===== src/rtl/sdram_arb_pkg.sv =====
// Shared types and constants for the SDRAM RAM-port arbiter and its
// outstanding-transaction tracker.
package sdram_arb_pkg;

  localparam int PRIORITY_RR    = 0;
  localparam int PRIORITY_FIXED = 1;

  typedef struct packed {
    logic [2:0] port;
    logic [7:0] remaining;
  } track_entry_t;

endpackage


===== src/rtl/sdram_arb_track_fifo.sv =====
// Synchronous FIFO of outstanding downstream transactions; the head entry
// tells the arbiter which port owns the next ack from the core.
module sdram_arb_track_fifo
  import sdram_arb_pkg::*;
#(
  parameter int DEPTH = 4
) (
  input  logic         clk_i,
  input  logic         rst_ni,
  input  logic         push_i,
  input  track_entry_t push_entry_i,
  input  logic         pop_i,
  output logic         full_o,
  output logic         empty_o,
  output track_entry_t head_o
);

  localparam int PTR_W = $clog2(DEPTH);
  localparam int CNT_W = PTR_W + 1;

  track_entry_t     mem_q [DEPTH];
  logic [PTR_W-1:0] wr_ptr_q;
  logic [PTR_W-1:0] rd_ptr_q;
  logic [CNT_W-1:0] count_q;
  logic             do_push;
  logic             do_pop;

  // Full/empty come straight from the registered count, so a pop in the
  // same cycle never frees a slot for a push.
  assign full_o  = (count_q == CNT_W'(DEPTH));
  assign empty_o = (count_q == '0);
  assign head_o  = mem_q[rd_ptr_q];
  assign do_push = push_i & ~full_o;
  assign do_pop  = pop_i & ~empty_o;

  always_ff @(posedge clk_i or negedge rst_ni) begin
    if (!rst_ni) begin
      wr_ptr_q <= '0;
      rd_ptr_q <= '0;
      count_q  <= '0;
    end else begin
      if (do_push) wr_ptr_q <= wr_ptr_q + 1'b1;
      if (do_pop)  rd_ptr_q <= rd_ptr_q + 1'b1;
      case ({do_push, do_pop})
        2'b10:   count_q <= count_q + 1'b1;
        2'b01:   count_q <= count_q - 1'b1;
        default: count_q <= count_q;
      endcase
    end
  end

  always_ff @(posedge clk_i) begin
    if (do_push) mem_q[wr_ptr_q] <= push_entry_i;
  end

endmodule


===== src/rtl/sdram_ram_arbiter.sv =====
// N-port arbiter in front of the SDRAM core RAM interface: round-robin or
// fixed priority, write-burst locking, in-order ack routing back to ports.
module sdram_ram_arbiter
  import sdram_arb_pkg::*;
#(
  parameter int NUM_PORTS     = 2,
  parameter int OUTSTANDING   = 4,
  parameter int ADDR_W        = 32,
  parameter int PRIORITY_MODE = PRIORITY_RR
) (
  input  logic                      clk_i,
  input  logic                      rst_ni,
  input  logic [NUM_PORTS*ADDR_W-1:0] port_addr_i,
  input  logic [NUM_PORTS*4-1:0]    port_wr_i,
  input  logic [NUM_PORTS-1:0]      port_rd_i,
  input  logic [NUM_PORTS*8-1:0]    port_len_i,
  input  logic [NUM_PORTS*32-1:0]   port_write_data_i,
  output logic [NUM_PORTS-1:0]      port_accept_o,
  output logic [NUM_PORTS-1:0]      port_ack_o,
  output logic [NUM_PORTS-1:0]      port_error_o,
  output logic [31:0]               port_read_data_o,
  output logic [ADDR_W-1:0]         ram_addr_o,
  output logic [3:0]                ram_wr_o,
  output logic                      ram_rd_o,
  output logic [7:0]                ram_len_o,
  output logic [31:0]               ram_write_data_o,
  input  logic                      ram_accept_i,
  input  logic                      ram_ack_i,
  input  logic                      ram_error_i,
  input  logic [31:0]               ram_read_data_i,
  output logic                      unexpected_ack_o
);

  localparam int MAX_PORTS = 8;

  logic [ADDR_W-1:0]    addr_arr  [MAX_PORTS];
  logic [3:0]           wr_arr    [MAX_PORTS];
  logic [7:0]           len_arr   [MAX_PORTS];
  logic [31:0]          wdata_arr [MAX_PORTS];
  logic [MAX_PORTS-1:0] rd_vec;
  logic [MAX_PORTS-1:0] req_vec;

  // Unused port slots read as idle so a 3-bit port index is always legal.
  for (genvar i = 0; i < MAX_PORTS; i++) begin : g_unpack
    if (i < NUM_PORTS) begin : g_used
      assign addr_arr[i]  = port_addr_i[i*ADDR_W +: ADDR_W];
      assign wr_arr[i]    = port_wr_i[i*4 +: 4];
      assign len_arr[i]   = port_len_i[i*8 +: 8];
      assign wdata_arr[i] = port_write_data_i[i*32 +: 32];
      assign rd_vec[i]    = port_rd_i[i];
      assign req_vec[i]   = port_rd_i[i] | (|port_wr_i[i*4 +: 4]);
    end else begin : g_unused
      assign addr_arr[i]  = '0;
      assign wr_arr[i]    = '0;
      assign len_arr[i]   = '0;
      assign wdata_arr[i] = '0;
      assign rd_vec[i]    = 1'b0;
      assign req_vec[i]   = 1'b0;
    end
  end

  logic [2:0]   rr_ptr_q;
  logic         locked_q;
  logic [2:0]   lock_port_q;
  logic [7:0]   beat_cnt_q;
  logic [2:0]   last_grant_q;
  logic [7:0]   ack_cnt_q;

  logic [2:0]   grant;
  logic         grant_valid;
  logic [2:0]   sel;
  logic         is_write;
  logic         issue;
  logic         accepted;
  logic [2:0]   next_ptr;
  logic         ack_hit;
  logic         trk_pop;
  logic         trk_full;
  logic         trk_empty;
  track_entry_t trk_head;
  track_entry_t trk_push_entry;

  // Descending scan: the last hit is the first requester in priority order.
  always_comb begin
    int idx;
    idx         = 0;
    grant       = lock_port_q;
    grant_valid = 1'b0;
    if (locked_q) begin
      grant_valid = req_vec[lock_port_q];
    end else if (PRIORITY_MODE == PRIORITY_FIXED) begin
      for (int k = NUM_PORTS - 1; k >= 0; k--) begin
        if (req_vec[k]) begin
          grant       = 3'(k);
          grant_valid = 1'b1;
        end
      end
    end else begin
      for (int k = NUM_PORTS - 1; k >= 0; k--) begin
        idx = int'(rr_ptr_q) + k;
        if (idx >= NUM_PORTS) idx = idx - NUM_PORTS;
        if (req_vec[idx[2:0]]) begin
          grant       = idx[2:0];
          grant_valid = 1'b1;
        end
      end
    end
  end

  assign sel      = grant_valid ? grant : last_grant_q;
  assign is_write = |wr_arr[grant];
  assign issue    = grant_valid & ~trk_full;
  assign accepted = issue & ram_accept_i;
  assign next_ptr = (grant == 3'(NUM_PORTS - 1)) ? 3'd0 : grant + 3'd1;

  assign ram_addr_o       = addr_arr[sel];
  assign ram_len_o        = len_arr[sel];
  assign ram_write_data_o = wdata_arr[sel];
  assign ram_rd_o         = issue & rd_vec[grant] & ~is_write;
  assign ram_wr_o         = issue ? wr_arr[grant] : 4'h0;

  // Reads expect len+1 acks, each write beat exactly one.
  always_comb begin
    trk_push_entry.port      = grant;
    trk_push_entry.remaining = is_write ? 8'd0 : len_arr[grant];
  end

  assign ack_hit          = ram_ack_i & ~trk_empty;
  assign trk_pop          = ack_hit & (ack_cnt_q == trk_head.remaining);
  assign unexpected_ack_o = ram_ack_i & trk_empty;
  assign port_read_data_o = ram_read_data_i;

  always_comb begin
    port_accept_o = '0;
    port_ack_o    = '0;
    port_error_o  = '0;
    for (int i = 0; i < NUM_PORTS; i++) begin
      port_accept_o[i] = accepted & (grant == 3'(i));
      port_ack_o[i]    = ack_hit & (trk_head.port == 3'(i));
      port_error_o[i]  = ack_hit & ram_error_i & (trk_head.port == 3'(i));
    end
  end

  sdram_arb_track_fifo #(
    .DEPTH(OUTSTANDING)
  ) u_track (
    .clk_i        (clk_i),
    .rst_ni       (rst_ni),
    .push_i       (accepted),
    .push_entry_i (trk_push_entry),
    .pop_i        (trk_pop),
    .full_o       (trk_full),
    .empty_o      (trk_empty),
    .head_o       (trk_head)
  );

  always_ff @(posedge clk_i or negedge rst_ni) begin
    if (!rst_ni) begin
      rr_ptr_q     <= '0;
      locked_q     <= 1'b0;
      lock_port_q  <= '0;
      beat_cnt_q   <= '0;
      last_grant_q <= '0;
      ack_cnt_q    <= '0;
    end else begin
      if (grant_valid) last_grant_q <= grant;
      if (trk_pop)      ack_cnt_q <= '0;
      else if (ack_hit) ack_cnt_q <= ack_cnt_q + 8'd1;
      // The pointer only moves once a transaction is complete from the
      // port's view: a read, or the final beat of a write burst.
      if (accepted) begin
        if (is_write && locked_q) begin
          beat_cnt_q <= beat_cnt_q - 8'd1;
          if (beat_cnt_q == 8'd1) begin
            locked_q <= 1'b0;
            rr_ptr_q <= next_ptr;
          end
        end else if (is_write && len_arr[grant] != 8'd0) begin
          locked_q    <= 1'b1;
          lock_port_q <= grant;
          beat_cnt_q  <= len_arr[grant];
        end else begin
          rr_ptr_q <= next_ptr;
        end
      end
    end
  end

endmodule


===== config.mk =====
export PLATFORM = sky130hd
export DESIGN_NAME = sdram_ram_arbiter
export DESIGN_NICKNAME = d
export VERILOG_FILES = /design/src/rtl/sdram_arb_pkg.sv /design/src/rtl/sdram_arb_track_fifo.sv /design/src/rtl/sdram_ram_arbiter.sv
export SDC_FILE = /design/constraint.sdc
export NUM_CORES = 1
export LEC_CHECK = 0
export BUFFER_PORTS_ARGS = -buffer_cell sky130_fd_sc_hd__buf_2
export CAP_MARGIN = 25
export CORE_AREA = 2 2 121 123
export CTS_BUF_LIST = sky130_fd_sc_hd__clkbuf_16
export DETAILED_ROUTE_END_ITERATION = 12
export DIE_AREA = 0 0 123 125
export HOLD_SLACK_MARGIN = 0.08
export PLACE_DENSITY = 0.73
export SYNTH_ARGS = -nofsm -noshare
export SYNTH_HDL_FRONTEND = slang
export SYNTH_SLANG_ARGS = --single-unit

===== constraint.sdc =====
create_clock -name clk_i -period 5.4 [get_ports clk_i]
set_clock_uncertainty 0.2 [all_clocks]
set_input_delay 1.08 -clock clk_i [delete_from_list [all_inputs] [get_ports clk_i]]
set_output_delay 1.08 -clock clk_i [all_outputs]
set_load 0.02 [all_outputs]

### Word-level counts from Yosys, hierarchy flattened

Memory sizes are Yosys's and may differ from the RTL's.
Index checks and enable logic that the tools add are counted.

* register bits: 33
* RAM bits: 44
* input port bits: 191
* output and inout port bits: 116
* memories kept: 1

* $add $sub $neg: 10
* magnitude comparators: 8
* equal/unequal tests: 9
* multiplexer cells: 50
* bitwise operators: 24
* reduce and logical (&&, ||, !) cells: 16

Memory list
* u_track.mem_q: depth 4, width 11, rd ports 1, clocked after Yosys merged registers in 0, write ports 1, line sdram_arb_track_fifo.sv:21 `track_entry_t mem_q [DEPTH];`

Operator list (number)
* binary-select mux 32 bit (select 3 bit): 2
* 2-to-1 mux 32 bit: 4
* 2-to-1 mux 8 bit: 9
* binary-select mux 8 bit (select 3 bit): 2
* 2-to-1 mux 3 bit: 12
* AND 1 bit: 16
* < comparator 3 x 4 -> 1 bit (second input constant): 4
* binary-select mux 1 bit (select 3 bit): 4
* binary-select mux 4 bit (select 3 bit): 1
* 2-to-1 mux 1 bit: 12
* 2-to-1 mux 4 bit: 3
* OR reduction 4 bit: 3
* zero test 3 bit: 3
* AND reduction 3 bit: 3
* adder 8 x 1 -> 8 bit (second input constant): 1
* equality test 8 x 1 -> 1 bit (second input constant): 1
* equality test 8 bit: 1
* >= comparator 4 bit (second input constant): 2
* NOT 3 -> 4 bit: 2
* nonzero test 8 bit: 1
* subtractor 8 x 1 -> 8 bit (second input constant): 1
* adder 3 x 1 -> 3 bit (second input constant): 2
* equality test 3 x 1 -> 1 bit (second input constant): 2
* case mux 3 bit (2 select lines): 1
* 16 further kinds: 25

### Longest topological paths before layout

* depth in word-level cells: 17
* depth in mapped cells: 15

### Modules after synthesis

Synthesis repeated with hierarchy kept, for this count alone.

* cells, all modules: 620
* area, all modules: 5542.8 um2

Modules (own cells, without submodules)
* sdram_ram_arbiter: times used 1, cells each 526, area an instance 3510.9 um2, sequential area each 650.6 um2
* sdram_arb_track_fifo: times used 1, cells each 94, area an instance 2031.9 um2, sequential area each 1496.4 um2

### Worst setup path before layout

Ideal clock, no wire load.

* path kind: flip-flop to output port
* start: register rr_ptr_q[0]
* end: output port ram_addr_o[0]
* arrival: 3748 ps
* required time: 4120 ps
* path slack: 372 ps
* cell stages (with the launch flop): 14
* buffers on the path: 3
* path through: dfrtp_1 clkbuf_1 clkinv_1 ha_1 or4b_4 a32o_2 a221o_1 a21oi_1 inv_1 mux2i_1 buf_2 buf_2 mux2i_1 nor2_1

* word-level cells in the longest chain between the ends: 14

Ends and longest elaborated chain
* start: declaration: line sdram_ram_arbiter.sv:62 `logic [2:0] rr_ptr_q;`
* start signal: assignment: line sdram_ram_arbiter.sv:176 `rr_ptr_q <= next_ptr;`
* start signal: assignment: line sdram_ram_arbiter.sv:183 `rr_ptr_q <= next_ptr;`
* adder 3 x 1 -> 4 bit: line sdram_ram_arbiter.sv:100 `idx = int'(rr_ptr_q) + k;`
* >= comparator 4 x 2 -> 1 bit or subtractor 3 x 2 -> 3 bit (tied branches): line sdram_ram_arbiter.sv:101 `if (idx >= NUM_PORTS) idx = idx - NUM_PORTS;`
* 2-to-1 mux 3 bit: line sdram_ram_arbiter.sv:101
* 2-to-1 mux 3 bit: line sdram_ram_arbiter.sv:89 `if (locked_q) begin`
* binary-select mux 1 bit (select 3 bit): line sdram_ram_arbiter.sv:102 `if (req_vec[idx[2:0]]) begin`
* 2-to-1 mux 1 bit (implied by the code): line sdram_ram_arbiter.sv:102
* 2-to-1 mux 3 bit or 2-to-1 mux 1 bit (tied branches) (2 in a row): line sdram_ram_arbiter.sv:102
* 2-to-1 mux 3 bit or 2-to-1 mux 1 bit (tied branches): line sdram_ram_arbiter.sv:89
* 2-to-1 mux 3 bit (*)
* NOT 3 -> 4 bit (implied by the code) (*): line sdram_ram_arbiter.sv:116 `assign ram_addr_o = addr_arr[sel];`
* binary-select mux 32 bit (select 3 bit) (*): line sdram_ram_arbiter.sv:116
* 2-to-1 mux 32 bit (implied by the code) (*) (2 in a row): line sdram_ram_arbiter.sv:116
* end: declaration: line sdram_ram_arbiter.sv:22 `output logic [ADDR_W-1:0] ram_addr_o,`

Mark *: on every way between the ends. The rest lies on a longest branch, timed or not. The select of a mux whose other input is x is not followed.

### Worst setup path in the final report

* start: input port port_wr_i[0]
* end: output port ram_addr_o[21]

* word-level cells in the longest chain between the ends: 12

Ends and longest elaborated chain
* start: declaration: line sdram_ram_arbiter.sv:14 `input logic [NUM_PORTS*4-1:0] port_wr_i,`
* OR reduction 4 bit (*): line sdram_ram_arbiter.sv:51 `assign req_vec[i] = port_rd_i[i] | (|port_wr_i[i*4 +: 4]);`
* OR 1 bit (*): line sdram_ram_arbiter.sv:51
* binary-select mux 1 bit (select 3 bit): line sdram_ram_arbiter.sv:102
* 2-to-1 mux 1 bit (implied by the code): line sdram_ram_arbiter.sv:102
* 2-to-1 mux 3 bit or 2-to-1 mux 1 bit (tied branches) (2 in a row): line sdram_ram_arbiter.sv:102
* 2-to-1 mux 3 bit or 2-to-1 mux 1 bit (tied branches): line sdram_ram_arbiter.sv:89
* 2-to-1 mux 3 bit (*)
* NOT 3 -> 4 bit (implied by the code) (*): line sdram_ram_arbiter.sv:116
* binary-select mux 32 bit (select 3 bit) (*): line sdram_ram_arbiter.sv:116
* 2-to-1 mux 32 bit (implied by the code) (*) (2 in a row): line sdram_ram_arbiter.sv:116

Marked as above.

==> flow_summary.yaml <==
outcome:
  status: "finished, final reports clean"
global_route:
  gr-total-overflow: 0
  track_usage_pct: 28.32
  grt_max_degree: 73
  grt_pass1_wl_um: 32110
  grt_pass1_vias: 5394
  grt_antenna_before_repair: 2
setup_path:
  critPathMaxFanout: 36
  crit_path_end_kind: "output pin"
  worstSetupStartpointType: "input pin"
  crit_arrival_ns: 3.88
  crit_type: "input pin to output pin"
  r2r_slack_ns: 1.36
  cp.required_ns: 4.12
detailed_routing:
  drtPass1Iterations: 6
  vias_per_cell: 5.589
  drt-initial-drc-count: 585
  totalWireLength_um: 21730
  drc: 0
  final_antenna_net_count: 0
  wl_per_cell_um: 21.95
  num_vias: 5533
die:
  num_io_pins: 307
  die-width_um: 123
  start_util_pct: 39.41
  coreArea_um2: 14200
  die_h_um: 125
  die-area_um2: 15380
  std_cell_rows: 44
timing:
  slew_headroom_pct: 37.08
  worst_pin_slew_ns: 0.9351
  setup_viol: 0
  hold_viol: 0
  fmax_mhz: 193.7
  tns_ns: 0
  min_period_ns: 5.162
  fin_crit_sh_pct: 95.60
  slew_viol_final: 0
  grt_setup_unrepaired: "no"
yosys:
  ys_types: 59
  yosys.area.top_type: "edfxtp_1"
  yosysWarnings: 0
  ys_ff_latch: 77
  syn_area_um2: 5598
  synth_edf_count: 44
  syn_avg_cell_area_um2: 9.569
  synth_area_leaders: "edfxtp_1, dfrtp_1, mux2i_1"
  syn_nets: 790
  ys.flop_type: "edfxtp_1"
  async_flop_share_pct: 42.86
  yosysTopAreaCellShare_pct: 23.60
  synthCells: 585
  yosysSeqAreaShare_pct: 38.35
clocking:
  numCtsBuffers: 9
  clock_path_buffers: 2
  cts_sinks: 77
  clk_pin_slew_ns: 0.06
  h-tree-depth: 3
  clockRootBuffer: "clkbuf_16"
  hold_buffers: 0
  cts_tree: "done"
  clkLatencyLatePin_ns: 0.34
place:
  dp_hpwl_um: 17950
  routabilityCongestion: 0.9718
  numPortBuffers: 242
finish:
  nets: 1005
  final_common_cell: "buf_2"
  layout-drive-gt1-share_pct: 37.27
  fill_cells: 1370
  final_core_utilization_pct: 50.63
  area.growth.synth_to_final_pct: 28.45
  mostFrequentLayoutCells: "buf_2, nor2_1, mux2i_1"
pwr:
  p_leak_nw: 3.737
  power_density_nw_per_um2: 451.0
  irDropWorstVdd_mv: 0.1746
job:
  drv_cap: 0
worst_hold_path:
  min-delay-path-class: "flip-flop to flip-flop"
## flip-flops by register name, indices dropped and copies added (netlist names), 3 cells and up
signal and flops:
lock_port_q 3, u_track.mem_q 44, rr_ptr_q 3, ack_cnt_q 8, u_track.count_q 3, last_grant_q 3
beat_cnt_q 8
## layout make-up
type                       instances  area [um^2]  area share [%]
clock buffer                       9        225.2           3.132
timing repair buffer             262         1399           19.45
antenna                            1        2.502         0.03480
sequential                        77         2147           29.86
inverter                          32        120.1           1.670
multi-input combinational        418         3017           41.95
tap                              184        230.2           3.202
clock inverter                     7        50.05          0.6960
## through the flow
step	instances	power, mW	worst slack [ns]	area, um^2	hold WS (ns)
floorplan	585	2.131	0.3723	5598	0.2419
global placement	973	2.630	0.1746	6890	0.2685
detailed placement	973	2.663	0.03853	6890	0.2622
CTS	989	3.225	0.03318	7166	0.2756
global route	990	3.438	0.001861	7191	0.3152
finish	990	3.243	0.2377	7191	0.2816
## layer usage
| metal | vias up | GRT usage (%) | part of all wire, % | routed length (um) |
|---|---|---|---|---|
| met5 | - | 11.18 | 1.1 | 239 |
| met4 | 8 | 13.03 | 4.8 | 1035 |
| met3 | 46 | 10.45 | 9.4 | 2048 |
| met2 | 313 | 42.51 | 46 | 9907 |
| met1 | 2643 | 35.20 | 39 | 8497 |
| li1 | 2523 | - | - | - |
## synth_stat cells, types with 9 or more instances
master / count
a21oi_1: 11
a221oi_1: 10
and2_1: 15
buf_2: 9
buf_4: 32
clkbuf_1: 16
dfrtp_1: 33
edfxtp_1: 44
ha_1: 13
inv_1: 31
mux2i_1: 80
mux4_2: 9
nand2_1: 31
nor2_1: 97
nor2b_1: 10
nor3_1: 12
nor4_1: 12
o21ai_0: 20
xnor2_1: 14
## critical path, cell delays in order
cell and delay [ns]:
buf_2 0.12, or4_1 0.58, o21ai_0 0.27, o32ai_2 0.20, nor4_2 0.19, buf_4 0.18
mux2i_4 0.30, buf_12 0.28, buf_4 0.22, mux2i_1 0.22, nor2_1 0.06, buf_2 0.17
## logic make-up (layout without fill, tap and decap cells)
| kind of cell | Yosys count | after routing | share of synthesized area [%] |
|---|---|---|---|
| and+or+nand+nor | 206 | 206 | 17.43 |
| xor gates and xnor gates | 18 | 18 | 2.816 |
| muxes | 91 | 91 | 18.40 |
| buffers and inverters | 90 | 310 | 8.382 |
| other | 0 | 1 | 0 |
| AOI/OAI and AO/OA | 89 | 89 | 11.35 |
| DFF | 77 | 77 | 38.35 |
| adders and majority gates | 14 | 14 | 3.263 |
## final timing paths
check                                                from                        endpoint  depth (start not counted)
worst max-delay path                         port_wr_i[0]                  ram_addr_o[21]                         12
worst min-delay path            last_grant_q[2]$_DFF_PN0_       last_grant_q[2]$_DFF_PN0_                          1
worst max register to register    rr_ptr_q[0]$_DFFE_PN0P_  u_track.count_q[1]$_DFFE_PN0P_                         13
worst min register to register  last_grant_q[2]$_DFF_PN0_       last_grant_q[2]$_DFF_PN0_                          1
max in group asynchronous                          rst_ni       beat_cnt_q[7]$_DFFE_PN0P_                          1
min in group asynchronous                          rst_ni  u_track.count_q[2]$_DFFE_PN0P_                          1
## where the power goes
group | switching, mW | leakage, nW | total, mW | internal, mW
logic | 1.02 | 2.79 | 1.72 | 0.700
registers | 0.161 | 0.821 | 0.961 | 0.801
clock network | 0.250 | 0.130 | 0.562 | 0.313
total | 1.43 | 3.74 | 3.24 | 1.81
## what timing repair did
action	in CTS	in global routing
setup buffers	0	0
setup endpoints to repair	0	12
gates resized for setup	0	4
Note: power is estimated with default switching activity, not from simulation.
